## src/rtl/wishbone_board_mem_if.sv

```systemverilog
// Wishbone pipelined bus bundle between the arbiter (master side) and the
// board cell memory (slave side).
//   cyc, stb, we, adr, dat_w : master -> slave request signals
//   dat_r, ack, stall        : slave -> master response signals
interface wishbone_board_mem_if #(
    parameter int ADDR_WIDTH = 8,
    parameter int DATA_WIDTH = 8
);
    logic                  cyc;
    logic                  stb;
    logic                  we;
    logic [ADDR_WIDTH-1:0] adr;
    logic [DATA_WIDTH-1:0] dat_w;
    logic [DATA_WIDTH-1:0] dat_r;
    logic                  ack;
    logic                  stall;

    modport master (
        output cyc, stb, we, adr, dat_w,
        input  dat_r, ack, stall
    );

    modport slave (
        input  cyc, stb, we, adr, dat_w,
        output dat_r, ack, stall
    );
endinterface

```

## src/rtl/wishbone_board_mem.sv

```systemverilog
// Minesweeper board cell memory: pipelined Wishbone slave, one byte per cell,
// with a hardware clear sweep that writes INIT_VALUE to every cell after reset
// or on a clear_i pulse. The bus is stalled while the sweep runs.
// Ports:
//   clk      system clock, rising edge
//   rst_n    asynchronous active-low reset
//   wb       Wishbone slave modport (cyc/stb/we/adr/dat_w in, dat_r/ack/stall out)
//   clear_i  single-cycle request for a full-board clear (ignored while clearing)
//   busy_o   high while the clear sweep is in progress
module wishbone_board_mem #(
    parameter int                    ADDR_WIDTH = 8,
    parameter int                    DATA_WIDTH = 8,
    parameter logic [DATA_WIDTH-1:0] INIT_VALUE = '0
) (
    input  logic                     clk,
    input  logic                     rst_n,
    wishbone_board_mem_if.slave      wb,
    input  logic                     clear_i,
    output logic                     busy_o
);
    localparam int                    DEPTH     = 2 ** ADDR_WIDTH;
    localparam logic [ADDR_WIDTH-1:0] LAST_ADDR = '1;

    typedef enum logic {
        ST_CLEAR = 1'b0,
        ST_READY = 1'b1
    } state_t;

    state_t                state_q, state_d;
    logic [ADDR_WIDTH-1:0] cnt_q, cnt_d;
    logic                  ack_q, ack_d;
    logic [DATA_WIDTH-1:0] dat_q, dat_d;

    logic                  mem_we;
    logic [ADDR_WIDTH-1:0] mem_addr;
    logic [DATA_WIDTH-1:0] mem_wdata;

    logic [DATA_WIDTH-1:0] mem [0:DEPTH-1];

    always_comb begin
        state_d   = state_q;
        cnt_d     = cnt_q;
        ack_d     = 1'b0;
        dat_d     = dat_q;
        mem_we    = 1'b0;
        mem_addr  = wb.adr;
        mem_wdata = wb.dat_w;
        case (state_q)
            ST_CLEAR: begin
                // Sweep owns the RAM port; the explicit last-address compare
                // ends the sweep without the counter wrapping into a second pass.
                mem_we    = 1'b1;
                mem_addr  = cnt_q;
                mem_wdata = INIT_VALUE;
                if (cnt_q == LAST_ADDR) begin
                    state_d = ST_READY;
                    cnt_d   = '0;
                end else begin
                    cnt_d = cnt_q + 1'b1;
                end
            end
            ST_READY: begin
                // Stall is low here, so any strobe inside a cycle is accepted.
                if (wb.cyc && wb.stb) begin
                    ack_d = 1'b1;
                    if (wb.we) begin
                        mem_we = 1'b1;
                    end else begin
                        dat_d = mem[wb.adr];
                    end
                end
                // A request accepted alongside clear_i still completes; its
                // ack appears in the first sweep cycle.
                if (clear_i) begin
                    state_d = ST_CLEAR;
                    cnt_d   = '0;
                end
            end
            default: begin
                state_d = ST_CLEAR;
                cnt_d   = '0;
            end
        endcase
    end

    always_ff @(posedge clk or negedge rst_n) begin
        if (!rst_n) begin
            state_q <= ST_CLEAR;
            cnt_q   <= '0;
            ack_q   <= 1'b0;
            dat_q   <= '0;
        end else begin
            state_q <= state_d;
            cnt_q   <= cnt_d;
            ack_q   <= ack_d;
            dat_q   <= dat_d;
        end
    end

    // Storage has no reset; the sweep gives it defined contents.
    always_ff @(posedge clk) begin
        if (mem_we) begin
            mem[mem_addr] <= mem_wdata;
        end
    end

    // Ack is masked by cyc so an abandoned cycle never sees a stale ack.
    assign wb.ack   = ack_q & wb.cyc;
    assign wb.dat_r = dat_q;
    assign wb.stall = (state_q == ST_CLEAR);
    assign busy_o   = (state_q == ST_CLEAR);
endmodule

```

## src/flat_wrapper.sv

```systemverilog
// flat-port wrapper written by rule: the top's interface ports become plain ports
module wishbone_board_mem_flat 
#(
    parameter int                    ADDR_WIDTH = 8,
    parameter int                    DATA_WIDTH = 8,
    parameter logic [DATA_WIDTH-1:0] INIT_VALUE = '0
)
  (clk, rst_n, clear_i, busy_o, wb_cyc, wb_stb, wb_we, wb_adr, wb_dat_w, wb_dat_r, wb_ack, wb_stall);
  wishbone_board_mem_if #(.ADDR_WIDTH(ADDR_WIDTH), .DATA_WIDTH(DATA_WIDTH)) wb_i ();
  input  logic clk;
  input  logic rst_n;
  input  logic clear_i;
  output logic busy_o;
  input wire logic [$bits(wb_i.cyc)-1:0] wb_cyc;
  input wire logic [$bits(wb_i.stb)-1:0] wb_stb;
  input wire logic [$bits(wb_i.we)-1:0] wb_we;
  input wire logic [$bits(wb_i.adr)-1:0] wb_adr;
  input wire logic [$bits(wb_i.dat_w)-1:0] wb_dat_w;
  output wire logic [$bits(wb_i.dat_r)-1:0] wb_dat_r;
  output wire logic [$bits(wb_i.ack)-1:0] wb_ack;
  output wire logic [$bits(wb_i.stall)-1:0] wb_stall;
  assign wb_i.cyc = wb_cyc;
  assign wb_i.stb = wb_stb;
  assign wb_i.we = wb_we;
  assign wb_i.adr = wb_adr;
  assign wb_i.dat_w = wb_dat_w;
  assign wb_dat_r = wb_i.dat_r;
  assign wb_ack = wb_i.ack;
  assign wb_stall = wb_i.stall;
  wishbone_board_mem #(.ADDR_WIDTH(ADDR_WIDTH), .DATA_WIDTH(DATA_WIDTH), .INIT_VALUE(INIT_VALUE)) u_core (.clk(clk), .rst_n(rst_n), .wb(wb_i), .clear_i(clear_i), .busy_o(busy_o));
endmodule
```

## config.mk

```make
export PLATFORM = sky130hd
export DESIGN_NAME = wishbone_board_mem_flat
export DESIGN_NICKNAME = d
export VERILOG_FILES = /design/src/rtl/wishbone_board_mem_if.sv /design/src/rtl/wishbone_board_mem.sv /design/src/flat_wrapper.sv
export SDC_FILE = /design/constraint.sdc
export NUM_CORES = 2
export LEC_CHECK = 0
export ABC_AREA = 1
export ABC_CLOCK_PERIOD_IN_PS = 9200
export BUFFER_PORTS_ARGS = -buffer_cell sky130_fd_sc_hd__buf_2
export CORE_ASPECT_RATIO = 1.5
export CORE_MARGIN = 3
export CORE_UTILIZATION = 42
export DETAILED_ROUTE_END_ITERATION = 10
export PLACE_DENSITY = 0.55
export SETUP_SLACK_MARGIN = 0.1
export SYNTH_ARGS = -nofsm -noshare
export SYNTH_HDL_FRONTEND = slang
export SYNTH_SLANG_ARGS = --single-unit
```

## constraint.sdc

```tcl
create_clock -name clk -period 9.2 [get_ports clk]
set_input_delay 1.84 -clock clk [delete_from_list [all_inputs] [get_ports clk]]
set_output_delay 1.84 -clock clk [all_outputs]
set_load 0.01 [all_outputs]
```

Word level (Yosys, flattened, before mapping)
Memories as Yosys holds them, arrays and structs flattened. A register that Yosys moved wholly into a read port is not among the register bits.
Cells that the tools add are included.
Widths: inputs -> output; s select.
- register bits after elaboration: 10
- bits in latches: 0
- RAM bits: 2048
- memory bits (read-only): 0
- input bits: 22
- output and inout bits: 11
- word-level logic and storage cells: 28
- memories: 1
- add/subtract/negate cells: 1
- $mul: 0
- divide/modulo/power cells: 0
- $lt $le $gt $ge: 0
- eq/ne operators: 2
- shifts and indexed selects: 0
- muxes and demuxes: 15
- bitwise operators: 3
- reduce and logical (&&, ||, !) cells: 3
- memories (memory ; words ; bits a word ; read ports ; clocked after memory_dff ; write ports ; RTL line ; text):
    u_core.mem ; 256 ; 8 ; 1 ; 1 ; 1 ; wishbone_board_mem.sv:38 ; logic [DATA_WIDTH-1:0] mem [0:DEPTH-1];
- operators by type and width (kind ; count):
    $mux 8 ; 4
    $pmux 8 s2 ; 1
    $add 8x1->8 const B ; 1
    $eq 8x8->1 const B ; 1
    $mux 1 ; 8
    $pmux 1 s2 ; 2
    $reduce_and 3->1 ; 1
    $ne 2x2->1 const B ; 1
    $not 1->1 ; 2
    $and 1x1->1 ; 1
    $logic_and 1x1->1 ; 1
    $logic_not 1->1 ; 1

Depth between registers and ports, before layout
- depth after elaboration: 5
- gate-level depth with buffers: 15
- depth with buffers taken out: 11

Worst setup path after synthesis
No wires, ideal clock.
- kind: input-to-reg
- start point: input port wb_dat_w[0]
- end point: memory u_core.mem[0][0] (data pin)
- setup time: 773 ps
- arrival time: 4648 ps
- data required time: 8427 ps
- path slack: 3778 ps
- stages on the path: 2
- path buffers: 0
- path through: nand2_1 inv_1
- word-level cells in the longest chain between the ends: 1
- RTL lines (element ; RTL line ; text):
    start: declaration ; flat_wrapper.sv:18 ; input wire logic [$bits(wb_i.dat_w)-1:0] wb_dat_w;
    $mux 8 ; wishbone_board_mem.sv:48 ; case (state_q)
    net u_core.mem_wdata[0] ; wishbone_board_mem.sv:36 ; logic [DATA_WIDTH-1:0] mem_wdata;
    end: declaration ; wishbone_board_mem.sv:38 ;
The timed path passes the listed nets, and every way through them passes these cells.

==> metrics.txt <==
largest area contributor in the netlist edfxtp_1; leading post-synthesis cells by instance count nand2_1, edfxtp_1, nand3_1, buf_2, nor2_1; CTS Buf Count 196; Die Y ~550 um; setup TNS 0 ns; async set-reset flop share out of synthesis less than 1%; Post-Syn Nets around 7100; Worst slew margin between 20% and 30%; Detailed Route WL 241000 um; dpl hpwl about 130000 um; unrepaired setup endpoints after global routing no; maximum clock path buffer count 4; Num Clock Sinks roughly 2100; total track usage 23.1%; Initial DRC Count about 5600; FF/Latch Area a little over 0.06 mm^2; RR Startpoint u_core.state_q$_DFF_PN0_; Post-Syn Instances 7096; core footprint just under 0.2 mm^2; pwr/cell area ~220 mW/mm^2; DR vias approximately 54000; DRC 0; arrival time at the worst endpoint around 6 ns; nets@finish between 6000 and 7000; Top Ports 33; vias in the first global route 52232; first-pass GRT wire length between 300000 and 400000 um; final hold vios 0; Area Overhead vs Synth 9.49%; yosys warns 0; hold wc startpoint u_core.cnt_q[0]$_DFFE_PN0P_; DP Area about 0.086 mm^2; fin crit period ~5.2 ns; share of layout cells above drive strength 1 ~5.6%; top cells by area, synth edfxtp_1, nand3_1, nand2_1; GP Congestion 0.857; most frequent cell after synthesis nand2_1; routed vias/inst roughly 5.6; FMAX approximately 190 MHz; CTS H-tree depth 4; worst-path maximum fanout 183; FF+latch count, synth a little over 2000; Fillers 17693; register area share after synthesis 73.7%; share of the synthesized area in the top cell type about three quarters; HP Class reg2reg; Worst Skew between 0.02 and 0.03 ns; Crit. Startpoint wb_adr[0]; Lkg Pwr roughly 0.032 uW; mapped cell area 0.0840 mm^2; Worst-Skew Late Latency ~0.84 ns; Multi-input gate area about 0.019 mm^2; EDFF count, synth ~2000; post-cts gate resize count 0; Syn Area/Cell 11.8 um^2; CTS tree yes; count of hold buffers inserted by post-cts repair 0; Critical Path RT 9.96 ns; status completed; CTS root buf clkbuf_16; crit end category flip-flop; crit share post-route between 50 and 60%; initial antenna violation count 8; # rows 200; predominant post-synthesis flop cell edfxtp_1; DRT Pass-1 Iters 5; Initial Util a little over two fifths; Placed Instances slightly above 9000; post-route design area just over 0.09 mm^2; total grt overflow 0; DIE AREA 0.206 mm^2; Final Setup Violations 0; die width approximately 370 um; Least-Margin Pin Slew around 1.2 ns; post-place setup slack about 3.4 ns; Clock Pin Slew Worst Setup and Hold Paths roughly 0.06 ns; kind of critical path in2reg; VDD IR max 0.167 mV; post-synth cell types 24; maxcap violations 0; pin count of the biggest net entering global routing 196; port bufs 32; final slew viol count 0; Routed Antenna Nets 0; Post-CTS Setup Bufs 0; Avg WL per Cell 24.8 um; Reg2Reg Setup Slack approximately 5.5 ns; CP Launch Type primary input; non-filler instance count after layout 9696; min setup slack post-route about 4.0 ns
final timing paths:
check,to,cells after the start
max,u_core.wb.dat_r[1]$_DFFE_PN0P_,14
min,u_core.cnt_q[0]$_DFFE_PN0P_,1
max reg2reg,u_core.mem[16][0]$_DFFE_PP_,8
min reg2reg,u_core.cnt_q[0]$_DFFE_PN0P_,1
max in group asynchronous,u_core.wb.dat_r[4]$_DFFE_PN0P_,1
min in group asynchronous,u_core.ack_q$_DFF_PN0_,1
through the flow:
step / hold WS (ns) / utilization (%) / power [uW]
after CTS: 0.590 / 46.4 / 20300
after global placement: 0.570 / 43.3 / 12500
after floorplan: 0.516 / - / 11800
after global routing: 0.636 / 46.4 / 20800
final: 0.592 / 46.4 / 20200
after detailed placement: 0.574 / 43.3 / 12600
cell type report:
class / count / area share, %
Inverter: 58 / 0.339
Clock inverter: 112 / 0.989
Sequential cell: 2066 / 67.3
Multi-Input combinational cell: 4485 / 21.2
Clock buffer: 237 / 5.59
Antenna cell: 5 / 0.0136
Tap cell: 2626 / 3.57
Timing Repair Buffer: 107 / 0.971
per-layer routing:
metal	up-vias	routed length, um	global-route usage, %
li1	24780	-	-
met1	26894	95700	29.8
met2	1971	119000	38.6
met3	509	14200	2.96
met4	4	12200	10.8
met5	-	27	0
report_power, final:
part           switching [uW]  internal, uW
sequential               76.9         10500
clock                    3450          4390
combinational            1420           331
registers in the layout (all words and copies together), names as in the netlist:
| signal | count |
|---|---|
| u_core.state_q | 1 |
| u_core.ack_q | 1 |
| u_core.wb.dat_r | 8 |
| u_core.mem | 2048 |
| u_core.cnt_q | 8 |
worst max-delay path, cell delays in order:
cell and delay (ns):
buf_8 0.22, inv_16 0.53, buf_12 0.59, buf_12 0.53, nand2_1 0.11, nand3_1 0.10, nand3_1 0.14, nand3_1 0.18
nand3_1 0.20, nand3_1 0.25, nand3_1 0.28, nand3_1 0.20, nand3_1 0.09, nand2_1 0.07
cells in the final DEF (no fill, tap or decap), types with 3 or more instances in the layout:
cell type and instances:
nand2_1 2110, edfxtp_1 2048, nand3_1 2044, nor2_1 295, clkbuf_16 200, buf_4 65, clkinv_1 49, clkinv_2 44
inv_1 42, clkbuf_1 37, buf_2 28, dfrtp_1 18, bufinv_16 15, buf_12 11, inv_8 10, nand2_2 9
o21ai_0 7, diode_2 5, a21oi_1 4, xor2_1 4, o22ai_1 4, inv_2 3, clkinvlp_4 3, buf_8 3
kinds of logic (layout without fill, tap and decap cells):
family / count (synthesis) / count (layout) / synth area share, %
and+or+nand+nor: 4459 / 4459 / 23.0
AOI/OAI and AO/OA: 20 / 20 / 0.133
xor gates and xnor gates: 5 / 5 / 0.0521
other: 0 / 5 / 0
DFF: 2066 / 2066 / 73.7
buffers and inverters: 545 / 514 / 3.10
adders and majority gates: 1 / 1 / 0.0149
Note: power is estimated with default switching activity, not from simulation.
